===== config.mk =====
export PLATFORM = sky130hd
export DESIGN_NAME = misere_board_engine_flat
export DESIGN_NICKNAME = d
export VERILOG_FILES = /design/src/rtl/misere_board_engine_if.sv /design/src/rtl/misere_board_engine.sv /design/src/flat_wrapper.sv
export SDC_FILE = /design/constraint.sdc
export NUM_CORES = 1
export LEC_CHECK = 0
export CAP_MARGIN = 20
export CORE_MARGIN = 3
export CORE_UTILIZATION = 56
export DETAILED_ROUTE_END_ITERATION = 10
export PLACE_DENSITY = 0.79
export RECOVER_POWER = 25
export SYNTH_ARGS = -nofsm -noshare
export SYNTH_HDL_FRONTEND = slang
export SYNTH_SLANG_ARGS = --single-unit

===== constraint.sdc =====
create_clock -name clock -period 5.9 [get_ports clock]
set_input_delay 1.18 -clock clock [delete_from_list [all_inputs] [get_ports clock]]
set_output_delay 1.18 -clock clock [all_outputs]
set_load 0.005 [all_outputs]

===== src/rtl/misere_board_engine_if.sv =====
// Move handshake between the keyboard/control FSM (master) and the board engine (slave).
// One move is transferred on each clock edge where move_valid and move_ready are both high.
interface misere_board_engine_if #(
  parameter int POS_W = 7
);
  logic             move_valid;
  logic             move_ready;
  logic [POS_W-1:0] move_pos;
  logic [1:0]       move_sym;

  modport master (output move_valid, move_pos, move_sym, input move_ready);
  modport slave  (input move_valid, move_pos, move_sym, output move_ready);
endinterface


===== src/rtl/misere_board_engine.sv =====
// Wild Misere N-in-a-row engine: validates moves, stores the board, and walks only the
// four lines through each newly placed cell to detect a losing K-run or a full-board tie.
module misere_board_engine #(
  parameter int BOARD_N = 3,
  parameter int WIN_K   = 3,
  parameter int POS_W   = 7
) (
  input  logic                 clock,
  input  logic                 resetn,
  input  logic                 new_game,
  misere_board_engine_if.slave mv,
  output logic                 illegal,
  output logic                 result_valid,
  output logic [1:0]           result,
  output logic                 game_over,
  output logic [1:0]           turn,
  output logic [POS_W-1:0]     move_count,
  input  logic [POS_W-1:0]     rd_addr,
  output logic [1:0]           rd_data
);
  localparam int               NC    = BOARD_N * BOARD_N;
  localparam int               IDX_W = $clog2(NC);
  localparam int               RCW   = 5;
  localparam logic [POS_W-1:0] NC_P  = POS_W'(NC);

  typedef enum logic [2:0] {READY, WRITE, SCAN, REPORT, OVER} state_t;
  state_t state, state_nx;

  logic [1:0]            cells [NC];
  logic [IDX_W-1:0]      p_idx;
  logic [1:0]            p_sym;
  logic signed [RCW-1:0] p_r, p_c, cur_r, cur_c;
  logic [1:0]            dir;
  logic                  back;
  logic [3:0]            run, steps;

  // ---------------- accept / legality ----------------
  logic                  accept, in_range, legal;
  logic [POS_W-1:0]      pos_m1;
  logic [1:0]            tgt;
  logic signed [RCW-1:0] acc_r, acc_c;

  always_comb begin
    pos_m1   = mv.move_pos - 1'b1;
    in_range = (mv.move_pos != '0) && (mv.move_pos <= NC_P);
    tgt      = in_range ? cells[pos_m1[IDX_W-1:0]] : 2'b11;
    accept   = mv.move_valid && (state == READY);
    legal    = in_range && (tgt == 2'b00) &&
               ((mv.move_sym == 2'b01) || (mv.move_sym == 2'b10));
    acc_r    = RCW'(int'(pos_m1) / BOARD_N);
    acc_c    = RCW'(int'(pos_m1) % BOARD_N);
  end

  // ---------------- line walk ----------------
  // Direction vectors: row, column, main diagonal, anti-diagonal; back negates.
  int   dr, dc, nxt_r, nxt_c, nidx;
  logic in_b, step_ok, hit, scan_end;

  always_comb begin
    dr = 0;
    dc = 1;
    case (dir)
      2'd0:    begin dr = 0; dc = 1;  end
      2'd1:    begin dr = 1; dc = 0;  end
      2'd2:    begin dr = 1; dc = 1;  end
      default: begin dr = 1; dc = -1; end
    endcase
    if (back) begin
      dr = -dr;
      dc = -dc;
    end
    nxt_r    = int'(cur_r) + dr;
    nxt_c    = int'(cur_c) + dc;
    in_b     = (nxt_r >= 0) && (nxt_r < BOARD_N) && (nxt_c >= 0) && (nxt_c < BOARD_N);
    nidx     = in_b ? (nxt_r * BOARD_N + nxt_c) : 0;
    step_ok  = (state == SCAN) && in_b && (int'(steps) < WIN_K - 1) &&
               (cells[IDX_W'(nidx)] == p_sym);
    hit      = step_ok && (int'(run) + 1 >= WIN_K);
    scan_end = (state == SCAN) && !step_ok && back && (dir == 2'd3);
  end

  // ---------------- FSM ----------------
  always_ff @(posedge clock or negedge resetn) begin
    if (!resetn)       state <= READY;
    else if (new_game) state <= READY;
    else               state <= state_nx;
  end

  always_comb begin
    state_nx = state;
    case (state)
      READY:   if (accept && legal) state_nx = WRITE;
      WRITE:   state_nx = SCAN;
      SCAN:    if (hit || scan_end) state_nx = REPORT;
      REPORT:  state_nx = game_over ? OVER : READY;
      OVER:    state_nx = OVER;
      default: state_nx = READY;
    endcase
  end

  assign mv.move_ready = (state == READY);
  assign result_valid  = (state == REPORT);

  // ---------------- datapath ----------------
  always_ff @(posedge clock or negedge resetn) begin
    if (!resetn) begin
      for (int i = 0; i < NC; i++) cells[i] <= 2'b00;
      illegal    <= 1'b0;
      result     <= 2'b00;
      game_over  <= 1'b0;
      turn       <= 2'b01;
      move_count <= '0;
      p_idx      <= '0;
      p_sym      <= 2'b00;
      p_r        <= '0;
      p_c        <= '0;
      cur_r      <= '0;
      cur_c      <= '0;
      dir        <= 2'd0;
      back       <= 1'b0;
      run        <= 4'd1;
      steps      <= 4'd0;
    end else if (new_game) begin
      for (int i = 0; i < NC; i++) cells[i] <= 2'b00;
      illegal    <= 1'b0;
      result     <= 2'b00;
      game_over  <= 1'b0;
      turn       <= 2'b01;
      move_count <= '0;
      dir        <= 2'd0;
      back       <= 1'b0;
      run        <= 4'd1;
      steps      <= 4'd0;
    end else begin
      illegal <= 1'b0;
      case (state)
        READY: if (accept) begin
          if (legal) begin
            p_idx <= pos_m1[IDX_W-1:0];
            p_sym <= mv.move_sym;
            p_r   <= acc_r;
            p_c   <= acc_c;
          end else begin
            illegal <= 1'b1;
          end
        end
        WRITE: begin
          cells[p_idx] <= p_sym;
          move_count   <= move_count + 1'b1;
          dir          <= 2'd0;
          back         <= 1'b0;
          run          <= 4'd1;
          steps        <= 4'd0;
          cur_r        <= p_r;
          cur_c        <= p_c;
        end
        SCAN: begin
          if (hit) begin
            // The mover completed the run, so the opponent takes the game.
            result    <= (turn == 2'b01) ? 2'b10 : 2'b01;
            game_over <= 1'b1;
          end else if (step_ok) begin
            cur_r <= RCW'(nxt_r);
            cur_c <= RCW'(nxt_c);
            run   <= run + 4'd1;
            steps <= steps + 4'd1;
          end else if (!back) begin
            back  <= 1'b1;
            steps <= 4'd0;
            cur_r <= p_r;
            cur_c <= p_c;
          end else if (dir != 2'd3) begin
            dir   <= dir + 2'd1;
            back  <= 1'b0;
            steps <= 4'd0;
            run   <= 4'd1;
            cur_r <= p_r;
            cur_c <= p_c;
          end else if (move_count == NC_P) begin
            result    <= 2'b11;
            game_over <= 1'b1;
          end else begin
            result <= 2'b00;
            turn   <= turn ^ 2'b11;
          end
        end
        default: ;
      endcase
    end
  end

  // ---------------- side read port ----------------
  logic             rd_ok;
  logic [POS_W-1:0] rd_m1;

  always_comb begin
    rd_m1   = rd_addr - 1'b1;
    rd_ok   = (rd_addr != '0) && (rd_addr <= NC_P);
    rd_data = rd_ok ? cells[rd_m1[IDX_W-1:0]] : 2'b00;
  end

  logic unused_bits;
  assign unused_bits = ^{pos_m1, rd_m1};
endmodule


===== src/flat_wrapper.sv =====
// flat-port wrapper written by rule: the top's interface ports become plain ports
module misere_board_engine_flat 
#(
  parameter int BOARD_N = 3,
  parameter int WIN_K   = 3,
  parameter int POS_W   = 7
)
  (clock, resetn, new_game, illegal, result_valid, result, game_over, turn, move_count, rd_addr, rd_data, mv_move_valid, mv_move_pos, mv_move_sym, mv_move_ready);
  misere_board_engine_if #(.POS_W(POS_W)) mv_i ();
  input  logic clock;
  input  logic resetn;
  input  logic new_game;
  output logic illegal;
  output logic result_valid;
  output logic [1:0] result;
  output logic game_over;
  output logic [1:0] turn;
  output logic [POS_W-1:0] move_count;
  input  logic [POS_W-1:0] rd_addr;
  output logic [1:0] rd_data;
  input wire logic [$bits(mv_i.move_valid)-1:0] mv_move_valid;
  input wire logic [$bits(mv_i.move_pos)-1:0] mv_move_pos;
  input wire logic [$bits(mv_i.move_sym)-1:0] mv_move_sym;
  output wire logic [$bits(mv_i.move_ready)-1:0] mv_move_ready;
  assign mv_i.move_valid = mv_move_valid;
  assign mv_i.move_pos = mv_move_pos;
  assign mv_i.move_sym = mv_move_sym;
  assign mv_move_ready = mv_i.move_ready;
  misere_board_engine #(.BOARD_N(BOARD_N), .WIN_K(WIN_K), .POS_W(POS_W)) u_core (.clock(clock), .resetn(resetn), .new_game(new_game), .mv(mv_i), .illegal(illegal), .result_valid(result_valid), .result(result), .game_over(game_over), .turn(turn), .move_count(move_count), .rd_addr(rd_addr), .rd_data(rd_data));
endmodule

==> results of run 1 <==
cells in the mapped netlist, types with 11 or more instances:
master     n
a31oi_1   11
nor3_1    27
nand3_1   23
nor2_1    64
a21oi_1   33
xnor2_1   14
clkbuf_1  25
xor2_1    12
nor4_1    11
a211oi_1  16
dfrtp_1   69
mux2i_1   27
a21o_1    13
mux2_2    11
ha_1      47
inv_1     46
fa_1      13
nand2_1   55
o21ai_0   28
routing by layer:
layer,vias to the layer above,share of wire [%]
met5,-,0
met4,0,1.3
met3,22,4.2
met2,181,51
met1,2903,44
li1,2815,-
worst paths after layout:
path,from,end,slack [ns],depth (start not counted)
max in group asynchronous,resetn,u_core.cur_r[4],1.46,2
min reg2reg,u_core.p_r[4],u_core.p_r[4],0.49,2
min in group asynchronous,resetn,u_core.run[1],2.28,2
max,mv_move_pos[1],u_core.p_c[2],0.18,27
max reg2reg,u_core.dir[1],u_core.cur_c[1],0.23,27
min,u_core.p_r[4],u_core.p_r[4],0.49,2
flip-flops by register name, indices dropped and copies added (netlist names):
signal	flops
u_core.back	1
u_core.cells	18
u_core.cur_c	5
u_core.cur_r	5
u_core.dir	2
u_core.game_over	1
u_core.illegal	1
u_core.move_count	7
u_core.p_c	5
u_core.p_idx	4
u_core.p_r	5
u_core.p_sym	2
u_core.result	2
u_core.run	4
u_core.state	3
u_core.steps	4
u_core.turn	2
cell families after synthesis:
kind of cell,Yosys count,share of synthesized area (%)
and+or+nand+nor,270,22.7
muxes,44,8.25
adders and majority gates,60,13.2
xor gates and xnor gates,28,4.15
AOI/OAI and AO/OA,165,18.5
DFF,71,27.7
buffers and inverters,83,5.40
worst max-delay path: cells and delay by family:
family / cells / cell delay (ns)
AO/OA/AOI/OAI: 9 / 1.77
XOR/XNOR: 2 / 0.37
adder cells (fa/ha/maj): 4 / 0.82
buffers and inverters: 3 / 0.32
multiplexers: 1 / 0.22
AND/OR/NAND/NOR: 8 / 1.34
layout make-up:
class                   instances  area, sq um  share of cell area, %
multi-input cells             567         4560                   57.2
flip-flops and latches         71         1780                   22.3
repair buffers                116          966                   12.1
clock buffers                   9          225                   2.83
inverters                      48          190                   2.39
well taps                     140          175                   2.20
clock inverters                 7         71.3                  0.896
power by group:
part           switching, mW  internal, mW  leakage (nW)
Sequential            0.0464         0.530         0.953
Clock                  0.221         0.328         0.150
Combinational          0.403         0.324          2.46
what timing repair did:
action                                  CTS  global route
gates resized for setup                   6            46
endpoints found under the setup margin   28            30
pin swaps                                10            28
cloned                                    0             0
hold buffers                              0             0
buffers inserted                          4            10
through the flow:
| step | cells | hold slack (ns) |
|---|---|---|
| after floorplan | 721 | 0.449 |
| after global placement | 928 | 0.465 |
| after detailed placement | 928 | 0.474 |
| after CTS | 948 | 0.488 |
| after global routing | 958 | 0.504 |
| final | 958 | 0.486 |
==> metrics.txt, run 1 <==
status complete, but fails checks; violated checks max-capacitance violations, max-slew violations; post-route cell area 0.00796 sq mm; DPL Wire Length 12.6 mm; post-route ant nets 0; initial antenna violation count 0; Final Core Density 72.2%; synthesized instance count 721; Post-route DRC 0; Top FF cell, synth dfrtp_1; Layout area overhead 24.1%; final setup fails 0; Mapped Avg Cell Area 8.90 sq um; Max-Cap Viols 1; commonest non-fill, non-tap cell in the layout buf_4; DR iter-0 viols 534; IO Count 37; Worst Path Arrival 5.98 ns; Fmax 175 MHz; syn nets 801; cell taking the most area after synthesis dfrtp_1; n_diodes 0; Area after DPL 0.00738 sq mm; Die X 113 um; routed len/inst 17.9 um; busiest metal layer after global routing met2; DR vias 5921; DR vias/cell 6.18; WL final 17.1 mm; grt met2 use 45.4%; met3 Use GR 4.55%; largest net degree at the start of global routing 72; Critical Path RT 6.17 ns; worst slew pin tran 3.86 ns; Setup Skew 0.00846 ns; Final Hold Fails 0; power per cell area 233 mW/mm^2; clk buf depth 2; global-route wire length before repair 28.1 mm; Synth cell types 86; fillcell total 809; Tmin final 5.72 ns; Startpoint Class input pin; setup TNS 0 ns; total track usage 26.7%; gr ovfl total 0; YS warnings 0; Tcrit/Tclk final 96.9%; number of enable flip-flop cells after synthesis 0; I/O Buffers 36; vias in the first global route 5824; DIE HEIGHT 113 um; Lkg Pwr 3.56 nW; Core Area 0.0110 sq mm; Core Rows 38; Max Fanout on Critical Path 6; post-synthesis async set-or-reset flop share 100%; Slowest Stage Delay on Critical Path 0.49 ns; post-synth top area share 26.9%; Peak VDD IR 0.000202 V; Initial Utilization 58.2%; CP Class input pin to flip-flop; Worst setup EP type flip-flop; share of cells above drive strength 1 22.9%; Setup WS post-layout 0.182 ns; max_slew headroom -158%; Worst-path clk slew 0.06 ns; Final Power 1.85 mW; RSZ-0062 raised after global routing true; CP most frequent cell ha_4; routability congestion estimate 0.883; final slew viol count 72; Synth area leaders dfrtp_1 (27%), ha_1 (9.2%), mux2i_1 (4.2%); pre-CTS WS -0.574 ns; CP max-delay cell or4b_4; iteration count of the initial detailed-routing pass 7; clk_lat worst skew 0.34 ns; worst hold path type flip-flop to flip-flop; most frequent cells in the layout buf_4 (78), dfrtp_1 (69), nor2_1 (64), nand2_1 (55), inv_1 (41); post-synthesis sequential area ratio 27.7%; fin nets 893; met1 usage 35.5%; CTS Buf Count 9; TritonCTS clock tree done; H-tree depth 3; Yosys reg bits 71; CTS Root Cell clkbuf_16; CTS sink count 71; Post-Syn Area 0.00642 sq mm; Die ar. 0.0128 sq mm
Note: power is estimated with default switching activity, not from simulation.
==> run 2: changes to the inputs <==
--- a/config.mk
+++ b/config.mk
@@ -11,6 +11,8 @@
 export DETAILED_ROUTE_END_ITERATION = 10
 export PLACE_DENSITY = 0.79
 export RECOVER_POWER = 25
+export SETUP_SLACK_MARGIN = 0.02
+export SLEW_MARGIN = 40
 export SYNTH_ARGS = -nofsm -noshare
 export SYNTH_HDL_FRONTEND = slang
 export SYNTH_SLANG_ARGS = --single-unit
==> run 2 against run 1 <==
  * The run still ends with max-capacitance violations, max-slew violations left
  * Non-clock buffer count up 3
  * Largest cell class unchanged
  * Critical path type is now flip-flop to flip-flop
  * Clock skew down 0.0017 ns
  * Utilization up 0.48 points
  * Clock-buffer cell count unchanged
==> metrics.txt, run 2 (synthesized netlist as in run 1, its figures left out) <==
status complete, but fails checks; violated checks max-capacitance violations, max-slew violations; routed len/inst 18.5 um (+3.2%); DR iter-0 viols 512 (-4.1%); Post-route DRC 0 (unchanged); TritonCTS clock tree done; Die X 113 um (unchanged); H-tree depth 3 (unchanged); CTS sink count 71 (unchanged); iteration count of the initial detailed-routing pass 8 (+1); dpl cells 928 (unchanged); Final Power 1.88 mW (+1.5%); power per cell area 234 mW/mm^2 (+0.79%); Final Core Density 72.7% (+0.48 points); Top Registers u_core.cells x18, u_core.move_count x7; CTS Root Cell clkbuf_16; share of cells above drive strength 1 23.8% (+0.89 points); global-route wire length before repair 28.9 mm (+2.8%); gr ovfl total 0 (unchanged); routability congestion estimate 0.883 (unchanged); WL met2 9.03 mm (+3.6%); n_diodes 0 (unchanged); Worst Path Arrival 5.96 ns (-0.02 ns); Fmax 174 MHz (-0.36%); largest net degree at the start of global routing 72 (unchanged); Worst-path clk slew 0.06 ns (about the same); WL final 17.7 mm (+3.5%); Tcrit/Tclk final 97.3% (+0.35 points); Initial Utilization 58.2% (unchanged); most frequent cells in the layout buf_4 (80), dfrtp_1 (69), nor2_1 (63), nand2_1 (54), inv_1 (42); r2r setup slk 0.16 ns (-0.07 ns); DR vias 6050 (+2.2%); IO Count 37 (unchanged); Final Hold Fails 0 (unchanged); DIE HEIGHT 113 um (unchanged); DRT met1 WL 7.27 mm (-2.9%); worst hold path type flip-flop to flip-flop; Die ar. 0.0128 sq mm (unchanged); commonest non-fill, non-tap cell in the layout buf_4; DPL Wire Length 12.7 mm (+1.2%); FF-to-FF End u_core.cur_r[0]; hold depth 2 (unchanged); Hold Crit Start u_core.p_r[4]; Worst setup EP type flip-flop; Max Fanout on Critical Path 7 (+1); Layout area overhead 24.9%; clk buf depth 2 (unchanged); Reg with most FFs u_core.cells; met3 WL post-DR 1.03 mm (+45%); Max-Cap Viols 1 (unchanged); initial antenna violation count 0 (unchanged); CP Class flip-flop to flip-flop; DR vias/cell 6.30 (+1.9%); Startpoint Class flip-flop; clk_lat worst skew 0.34 ns (about the same); fillcell total 815 (+0.74%); I/O Buffers 36 (unchanged); Area after DPL 0.00738 sq mm (about the same); Tmin final 5.74 ns (+0.0204 ns); Worst Reg2Reg Path Length in Cells 26 (-3.7%); RSZ-0062 raised after global routing true; post-route cell area 0.00802 sq mm (+0.66%); final slew viol count 72 (unchanged); Setup Skew 0.00675 ns (-0.00171 ns); max layer used met4; max_slew headroom -157% (+0.18 points); Min-Delay Endpoint u_core.p_r[4]; non-filler instance count after layout 961 (+0.31%); Core Rows 38 (unchanged); R2R Path Start u_core.dir[1]; final setup fails 0 (unchanged); total track usage 27.4% (+0.70 points); worst slew pin tran 3.86 ns (-0.00270 ns); max reg flops 18 (unchanged); Lkg Pwr 3.58 nW (+0.61%); hold_buf cts 0 (unchanged); Core Area 0.0110 sq mm (unchanged); vias in the first global route 6062 (+4.1%); Peak VDD IR 0.000188 V (-6.5%); Critical Path RT 6.12 ns (-0.05 ns); fin nets 896 (+0.34%); post-route ant nets 0 (unchanged); CTS Buf Count 9 (unchanged)
## run 2: power breakdown
part | leakage (nW) | total (mW) | internal (mW) | switching (mW)
logic | 2.48 | 0.757 | 0.338 | 0.418
registers | 0.953 | 0.577 | 0.530 | 0.0473
clock network | 0.150 | 0.545 | 0.328 | 0.217
## run 2: how the worst max path moves through the flow
stage	from	endpoint	slack, ns	cells past startpoint
6_report	u_core.dir[1]	u_core.cur_r[0]	0.16	26
5_1_grt	u_core.dir[1]	u_core.cur_r[0]	-0.09	26
4_1_cts	mv_move_pos[4]	u_core.p_c[4]	0.03	25
3_5_place_dp	mv_move_pos[0]	u_core.p_c[1]	-0.57	26
3_3_place_gp	mv_move_pos[0]	u_core.p_c[4]	-0.39	26
2_1_floorplan	mv_move_pos[0]	u_core.p_c[4]	-0.34	28
## run 2: metal layers
| metal | vias up | global-route usage, % |
|---|---|---|
| li1 | 2816 | - |
| met1 | 2937 | 35.7 |
| met2 | 253 | 46.5 |
| met3 | 44 | 4.76 |
| met4 | 0 | 8.89 |
| met5 | - | 0 |
## run 2: metrics by stage
| stage | setup TNS, ns | hold WS [ns] | setup slack (ns) |
|---|---|---|---|
| after detailed placement | -6.25 | 0.474 | -0.573 |
| after floorplan | -0.887 | 0.449 | -0.340 |
| after CTS | 0 | 0.488 | 0.0276 |
| after global placement | -2.09 | 0.465 | -0.393 |
| after global routing | -1.01 | 0.505 | -0.0895 |
| final | 0 | 0.479 | 0.162 |
## run 2: worst max-delay path, stage by stage (launching register included)
cell and delay (ns):
dfrtp_1 0.43, inv_2 0.08, ha_1 0.14, inv_1 0.06, ha_1 0.28, o21ai_2 0.18
ha_1 0.25, a21o_1 0.19, a21o_1 0.20, a21oi_2 0.18, o21bai_4 0.09, a21o_1 0.19
ha_2 0.18, or2_2 0.27, ha_2 0.17, or4_1 0.47, o21ai_1 0.12, nand4_1 0.16
nor4b_4 0.30, buf_4 0.18, a41oi_2 0.15, o21ai_2 0.21, nand3_2 0.16, and2_4 0.18
a211oi_2 0.23, buf_4 0.21, mux2_2 0.35
## run 2: what timing repair did
action                     in CTS  in global routing
resized for setup              12                 53
pin swaps                      14                 32
buffers inserted                7                 10
setup endpoints to repair      29                 30
## run 2: cell type report
type,count,area [sq um],share of cell area (%)
clock inverters,7,71.3,0.890
repair buffers,119,988,12.3
well taps,140,175,2.19
inverters,48,190,2.37
multi-input cells,567,4590,57.2
clock buffers,9,225,2.81
flip-flops and latches,71,1780,22.2
